`src/rtl/mem_access_ctrl_pkg.sv`:
```
// Shared types for the memory access sequencer:
// state/op encodings and the registered output bundle.
package mem_access_ctrl_pkg;

    typedef enum logic [2:0] {
        IDLE     = 3'd0,
        LOAD_MAR = 3'd1,
        WR_LOAD  = 3'd2,
        RD_WAIT  = 3'd3,
        WR_WAIT  = 3'd4,
        CAPTURE  = 3'd5,
        FINISH   = 3'd6,
        FAULT    = 3'd7
    } state_e;

    typedef enum logic {
        OP_RD = 1'b0,
        OP_WR = 1'b1
    } op_e;

    typedef struct packed {
        logic mar_en;
        logic mdr_en;
        logic mdr_read;
        logic mem_rd;
        logic mem_wr;
        logic busy;
        logic done;
        logic err;
    } ctrl_out_t;

    function automatic ctrl_out_t decode(state_e s);
        ctrl_out_t o;
        o = '0;
        o.busy = (s != IDLE);
        unique case (s)
            IDLE:     ;
            LOAD_MAR: o.mar_en = 1'b1;
            WR_LOAD:  o.mdr_en = 1'b1;
            RD_WAIT: begin
                o.mem_rd   = 1'b1;
                o.mdr_read = 1'b1;
            end
            WR_WAIT:  o.mem_wr = 1'b1;
            CAPTURE: begin
                o.mdr_en   = 1'b1;
                o.mdr_read = 1'b1;
            end
            FINISH:   o.done = 1'b1;
            FAULT:    o.err  = 1'b1;
            default:  o = '0;
        endcase
        return o;
    endfunction

endpackage

```
`src/rtl/mem_access_ctrl_if.sv`:
```
// Handshake bundle between the control unit / memory side
// and the access sequencer.
interface mem_access_ctrl_if;

    logic rd_req;
    logic wr_req;
    logic mem_ready;
    logic mar_en;
    logic mdr_en;
    logic mdr_read;
    logic mem_rd;
    logic mem_wr;
    logic busy;
    logic done;
    logic err;

    modport master (
        output rd_req, wr_req, mem_ready,
        input  mar_en, mdr_en, mdr_read,
        input  mem_rd, mem_wr, busy, done, err
    );

    modport slave (
        input  rd_req, wr_req, mem_ready,
        output mar_en, mdr_en, mdr_read,
        output mem_rd, mem_wr, busy, done, err
    );

endinterface

```
`src/rtl/mem_access_ctrl_wait_timer.sv`:
```
// Saturating wait counter, cleared while start is high;
// expired flags the last permitted wait cycle.
module mem_access_ctrl_wait_timer #(
    parameter int TIMEOUT   = 15,
    parameter int CNT_WIDTH = 8
) (
    input  logic clock,
    input  logic clear,
    input  logic start,
    input  logic en,
    output logic expired
);

    localparam logic [CNT_WIDTH-1:0] LAST =
        CNT_WIDTH'(TIMEOUT - 1);

    logic [CNT_WIDTH-1:0] cnt_d;
    logic [CNT_WIDTH-1:0] cnt_q;

    always_comb begin
        cnt_d = cnt_q;
        if (start) begin
            cnt_d = '0;
        end else if (en && (cnt_q != LAST)) begin
            cnt_d = cnt_q + 1'b1;
        end
    end

    always_ff @(posedge clock) begin
        if (!clear) begin
            cnt_q <= '0;
        end else begin
            cnt_q <= cnt_d;
        end
    end

    assign expired = (cnt_q == LAST);

endmodule

```
`src/rtl/mem_access_ctrl.sv`:
```
// MAR/MDR/memory access sequencer: one request at a time,
// outputs are registered decodes of the current state.
module mem_access_ctrl #(
    parameter int TIMEOUT   = 15,
    parameter int CNT_WIDTH = 8
) (
    input logic              clock,
    input logic              clear,
    mem_access_ctrl_if.slave bus
);

    import mem_access_ctrl_pkg::*;

    state_e    state_d;
    state_e    state_q;
    op_e       op_d;
    op_e       op_q;
    ctrl_out_t out_d;
    ctrl_out_t out_q;
    logic      in_wait;
    logic      expired;

    assign in_wait = (state_q == RD_WAIT) ||
                     (state_q == WR_WAIT);

    // Counter sits at zero outside the wait states, so each
    // wait starts from a fresh count.
    mem_access_ctrl_wait_timer #(
        .TIMEOUT   (TIMEOUT),
        .CNT_WIDTH (CNT_WIDTH)
    ) u_timer (
        .clock   (clock),
        .clear   (clear),
        .start   (!in_wait),
        .en      (in_wait),
        .expired (expired)
    );

    always_comb begin
        state_d = state_q;
        op_d    = op_q;
        out_d   = decode(state_q);
        unique case (state_q)
            IDLE: begin
                if (bus.rd_req) begin
                    state_d = LOAD_MAR;
                    op_d    = OP_RD;
                end else if (bus.wr_req) begin
                    state_d = LOAD_MAR;
                    op_d    = OP_WR;
                end
            end
            LOAD_MAR: begin
                state_d = (op_q == OP_RD) ? RD_WAIT : WR_LOAD;
            end
            WR_LOAD: state_d = WR_WAIT;
            RD_WAIT: begin
                if (bus.mem_ready) begin
                    state_d = CAPTURE;
                end else if (expired) begin
                    state_d = FAULT;
                end
            end
            WR_WAIT: begin
                if (bus.mem_ready) begin
                    state_d = FINISH;
                end else if (expired) begin
                    state_d = FAULT;
                end
            end
            CAPTURE: state_d = FINISH;
            FINISH:  state_d = IDLE;
            FAULT:   state_d = IDLE;
            default: state_d = IDLE;
        endcase
    end

    always_ff @(posedge clock) begin
        if (!clear) begin
            state_q <= IDLE;
            op_q    <= OP_RD;
            out_q   <= '0;
        end else begin
            state_q <= state_d;
            op_q    <= op_d;
            out_q   <= out_d;
        end
    end

    assign bus.mar_en   = out_q.mar_en;
    assign bus.mdr_en   = out_q.mdr_en;
    assign bus.mdr_read = out_q.mdr_read;
    assign bus.mem_rd   = out_q.mem_rd;
    assign bus.mem_wr   = out_q.mem_wr;
    assign bus.busy     = out_q.busy;
    assign bus.done     = out_q.done;
    assign bus.err      = out_q.err;

endmodule

```
`src/flat_wrapper.sv`:
```
// flat-port wrapper written by rule: the top's interface ports become plain ports
module mem_access_ctrl_flat import mem_access_ctrl_pkg::*;
#(
    parameter int TIMEOUT   = 15,
    parameter int CNT_WIDTH = 8
)
  (clock, clear, bus_rd_req, bus_wr_req, bus_mem_ready, bus_mar_en, bus_mdr_en, bus_mdr_read, bus_mem_rd, bus_mem_wr, bus_busy, bus_done, bus_err);
  mem_access_ctrl_if bus_i ();
  input logic clock;
  input logic clear;
  input wire logic [$bits(bus_i.rd_req)-1:0] bus_rd_req;
  input wire logic [$bits(bus_i.wr_req)-1:0] bus_wr_req;
  input wire logic [$bits(bus_i.mem_ready)-1:0] bus_mem_ready;
  output wire logic [$bits(bus_i.mar_en)-1:0] bus_mar_en;
  output wire logic [$bits(bus_i.mdr_en)-1:0] bus_mdr_en;
  output wire logic [$bits(bus_i.mdr_read)-1:0] bus_mdr_read;
  output wire logic [$bits(bus_i.mem_rd)-1:0] bus_mem_rd;
  output wire logic [$bits(bus_i.mem_wr)-1:0] bus_mem_wr;
  output wire logic [$bits(bus_i.busy)-1:0] bus_busy;
  output wire logic [$bits(bus_i.done)-1:0] bus_done;
  output wire logic [$bits(bus_i.err)-1:0] bus_err;
  assign bus_i.rd_req = bus_rd_req;
  assign bus_i.wr_req = bus_wr_req;
  assign bus_i.mem_ready = bus_mem_ready;
  assign bus_mar_en = bus_i.mar_en;
  assign bus_mdr_en = bus_i.mdr_en;
  assign bus_mdr_read = bus_i.mdr_read;
  assign bus_mem_rd = bus_i.mem_rd;
  assign bus_mem_wr = bus_i.mem_wr;
  assign bus_busy = bus_i.busy;
  assign bus_done = bus_i.done;
  assign bus_err = bus_i.err;
  mem_access_ctrl #(.TIMEOUT(TIMEOUT), .CNT_WIDTH(CNT_WIDTH)) u_core (.clock(clock), .clear(clear), .bus(bus_i));
endmodule
```
`config.mk`:
```
export PLATFORM = sky130hd
export DESIGN_NAME = mem_access_ctrl_flat
export DESIGN_NICKNAME = d
export VERILOG_FILES = /design/src/rtl/mem_access_ctrl_pkg.sv /design/src/rtl/mem_access_ctrl_if.sv /design/src/rtl/mem_access_ctrl_wait_timer.sv /design/src/rtl/mem_access_ctrl.sv /design/src/flat_wrapper.sv
export SDC_FILE = /design/constraint.sdc
export NUM_CORES = 1
export LEC_CHECK = 0
export ABC_AREA = 1
export CAP_MARGIN = 10
export CORE_MARGIN = 8
export CORE_UTILIZATION = 52
export CTS_CLUSTER_DIAMETER = 200
export DETAILED_ROUTE_END_ITERATION = 6
export PLACE_DENSITY = 0.85
export SYNTH_ARGS = -nofsm -noshare
export SYNTH_HDL_FRONTEND = slang
export SYNTH_SLANG_ARGS = --single-unit
```
`constraint.sdc`:
```
create_clock -name clock -period 1.6 [get_ports clock]
set_clock_uncertainty 0.1 [all_clocks]
set_input_delay 0.24 -clock clock [delete_from_list [all_inputs] [get_ports clock]]
set_output_delay 0.24 -clock clock [all_outputs]
set_load 0.1 [all_outputs]
```
==> qor.yml, run 1 <==
run_status:
  status: "complete, no violations"
clock_network:
  clkTransAtPathRegs_ps: 110
  ctsResizeCount: 0
  clockBufferDepth: 2
  cts_root_buf: "clkbuf_4"
  clock_latency_ps: 300
  h-tree-depth: 1
  cts_setup_buffers: 0
  clock_sinks: 20
  cts_made_buffers: 3
  postCtsHoldBufs: 0
  cts_tree: "built"
yosys:
  ys.flop_type: "dfxtp_1"
  yosys.area_share.adder: 0.02561
  synth_top_area_share: 0.4097
  syn_area_um2: 977.2
  async_flop_share: 0
  synthXorXnorAreaFrac: 0.02689
  synth_mux_area_frac: 0
  synth_seq_cells: 20
  yosysTopAreaCell: "dfxtp_1"
  syn-num-nets: 140
  yosys.area_share.simple: 0.3534
  synth_common_cells: "nand2_1 (34), dfxtp_1 (20), inv_1 (16), nor2_1 (16), a21oi_1 (11)"
  yosys.cell_types.count: 22
  ys_warn_count: 0
  synth-edff-count: 0
  ys_top_cells_by_area: "dfxtp_1 (41%), nand2_1 (13%), inv_1 (6.1%), nor2_1 (6.1%), a21oi_1 (5.6%)"
  synth_top_family_by_area: "simple AND/OR/NAND/NOR gates"
  synth_compound_area_frac: 0.1165
  seq_area_frac_synth: 0.4097
  yosysMostFrequentCell: "nand2_1"
  syn_inst: 133
  syn_area_per_cell_um2: 7.347
timing:
  hold_slack_ps: 373.6
  setup_viol: 0
  slew_headroom: 0.7929
  hold_violations: 0
  fmax_mhz: 670.2
  drv_slew: 0
  min_period_ps: 1492
  period_share: 0.9326
  rsz0062_at_grt: "no"
  worstMarginPinSlew_ps: 310.2
  fin_setup_tns_ps: 0
final_layout:
  fin_nets: 157
  multi_input_area_um2: 510.5
  num-fill-cells: 123
  seq_area_um2: 400.4
  area_growth_pct: 27.40
  drive_above_1_share: 0.1544
  diodes: 0
  layout.cells.non_filler: 174
floorplan:
  die_w_um: 59.35
  initial_core_util: 0.5599
  io_pins: 13
  rows: 15
  die_h_um: 59.35
  die_area_um2: 3522
  core_um2: 1745
placed_design:
  hpwl_um: 1606
  place_congestion: 0.8395
  port_buffers: 12
  dp.cells: 170
hold_path:
  hp-class: "flop to flop"
  hp-start: "u_core.op_q$_SDFFE_PN0P_"
  holdPathStages: 2
  whs_endpoint: "u_core.op_q$_SDFFE_PN0P_"
drt:
  drc_errors: 0
  avgViaCountPerCell: 5.293
  drtAntennaViolNets: 0
  dr.pass1.iters: 4
  vias: 921
  drtIter0Drc: 43
  wire_per_inst_um: 13.50
  wirelength_um: 2349
critical_path:
  crit_required_ps: 1730
  worst_setup_path_start_kind: "flop"
  path_class: "flop to flop"
  r2r-end: "u_core.state_q[1]$_SDFFE_PN0P_"
  critPathMaxFanout: 5
  r2r_start: "u_core.u_timer.cnt_q[0]$_SDFFE_PN0P_"
  critical_path_arrival_ps: 1630
  reg2reg_slack_ps: 110
  startpoint: "u_core.u_timer.cnt_q[0]$_SDFFE_PN0P_"
  cp-end-kind: "flop"
  worst-r2r-cell-count: 6
run:
  cap_violations: 0
global_routing:
  grt_max_degree: 12
  overflow: 0
  grt_pass1_wl_um: 3829
  grt_usage: 0.1388
  first_global_vias: 880
  grt_antenna_before_repair: 0
power:
  power_leakage_uw: 0.0004963
  powerDensity_nw_per_um2: 1393
  peakVddDrop_uv: 874.4
## cell usage in the layout (no fill, tap or decap), types with 2 or more instances in the layout
cell,Yosys,layout
a21oi_1,11,11
buf_12,0,8
clkbuf_4,0,3
clkdlybuf4s50_1,0,4
dfxtp_1,20,20
ha_1,2,2
inv_1,16,16
nand2_1,34,34
nand2_2,2,2
nand2_4,2,2
nand3_1,7,7
nor2_1,16,16
nor3_1,3,3
o21ai_0,7,7
xor2_1,3,3
## worst max-delay path by stage
stage	to	cells after the start
4_1_cts	u_core.state_q[1]$_SDFFE_PN0P_	6
5_1_grt	u_core.u_timer.cnt_q[3]$_SDFFE_PN0P_	8
3_3_place_gp	u_core.u_timer.cnt_q[1]$_SDFFE_PN0P_	6
6_report	u_core.state_q[1]$_SDFFE_PN0P_	6
2_1_floorplan	u_core.u_timer.cnt_q[1]$_SDFFE_PN0P_	6
3_5_place_dp	u_core.u_timer.cnt_q[1]$_SDFFE_PN0P_	6
## where the power goes
part / total (µW) / internal (µW) / switching [µW]
sequential: 666 / 573 / 93.0
combinational: 769 / 245 / 525
clock: 299 / 139 / 160
## critical path, stage by stage (launching register included)
cell and delay [ps]:
dfxtp_1 360, inv_1 90, ha_1 180, nand3_1 130
nor2_4 250, o21ai_0 140, a21oi_1 170
## routing by layer
layer / routed length (µm) / vias to the layer above / share of wire / track usage
li1: - / 454 / - / -
met1: 1056 / 425 / 0.45 / 0.1691
met2: 1072 / 30 / 0.46 / 0.2111
met3: 106 / 12 / 0.045 / 0.03037
met4: 114 / 0 / 0.049 / 0.09215
met5: 0 / - / 0 / 0
## cells by family after synthesis
logic type / Yosys count
DFF: 20
AOI/OAI and AO/OA: 21
and+or+nand+nor: 70
buffers and inverters: 17
xor gates and xnor gates: 3
adders and majority gates: 2
## sequential cells by signal (all words and copies together), names as in the netlist
signal                count
u_core.u_timer.cnt_q      8
u_core.state_q            3
u_core.bus.busy           1
u_core.bus.done           1
u_core.bus.err            1
u_core.bus.mar_en         1
u_core.bus.mdr_en         1
u_core.bus.mdr_read       1
u_core.bus.mem_rd         1
u_core.bus.mem_wr         1
u_core.op_q               1
## cell type report
type / count / area share
multi-input combinational: 96 / 0.4101
clock buffer: 4 / 0.02915
inverter: 17 / 0.05327
sequential: 20 / 0.3216
timing repair buffer: 12 / 0.1608
tap: 25 / 0.02513
## stage by stage
step / power [µW] / utilization / setup WS, ps / area (µm²)
floorplan: 1179 / - / 313.4 / 977.2
global placement: 1399 / 0.6925 / 250.7 / 1209
detailed placement: 1426 / 0.6925 / 219.7 / 1209
CTS: 1734 / 0.7133 / 126.8 / 1245
global route: 1812 / 0.7133 / 30.92 / 1245
finish: 1735 / 0.7133 / 107.8 / 1245
Power figures use the tool's default switching activity.
==> inputs of run 2 (changes only) <==
--- a/config.mk
+++ b/config.mk
@@ -6,11 +6,12 @@
 export NUM_CORES = 1
 export LEC_CHECK = 0
 export ABC_AREA = 1
-export CAP_MARGIN = 10
+export CAP_MARGIN = 20
 export CORE_MARGIN = 8
 export CORE_UTILIZATION = 52
 export CTS_CLUSTER_DIAMETER = 200
 export DETAILED_ROUTE_END_ITERATION = 6
+export GPL_ROUTABILITY_DRIVEN = 0
 export PLACE_DENSITY = 0.85
 export SYNTH_ARGS = -nofsm -noshare
 export SYNTH_HDL_FRONTEND = slang
==> results of run 2 <==
Final layout, timing and power as in run 1 (identical DEF).
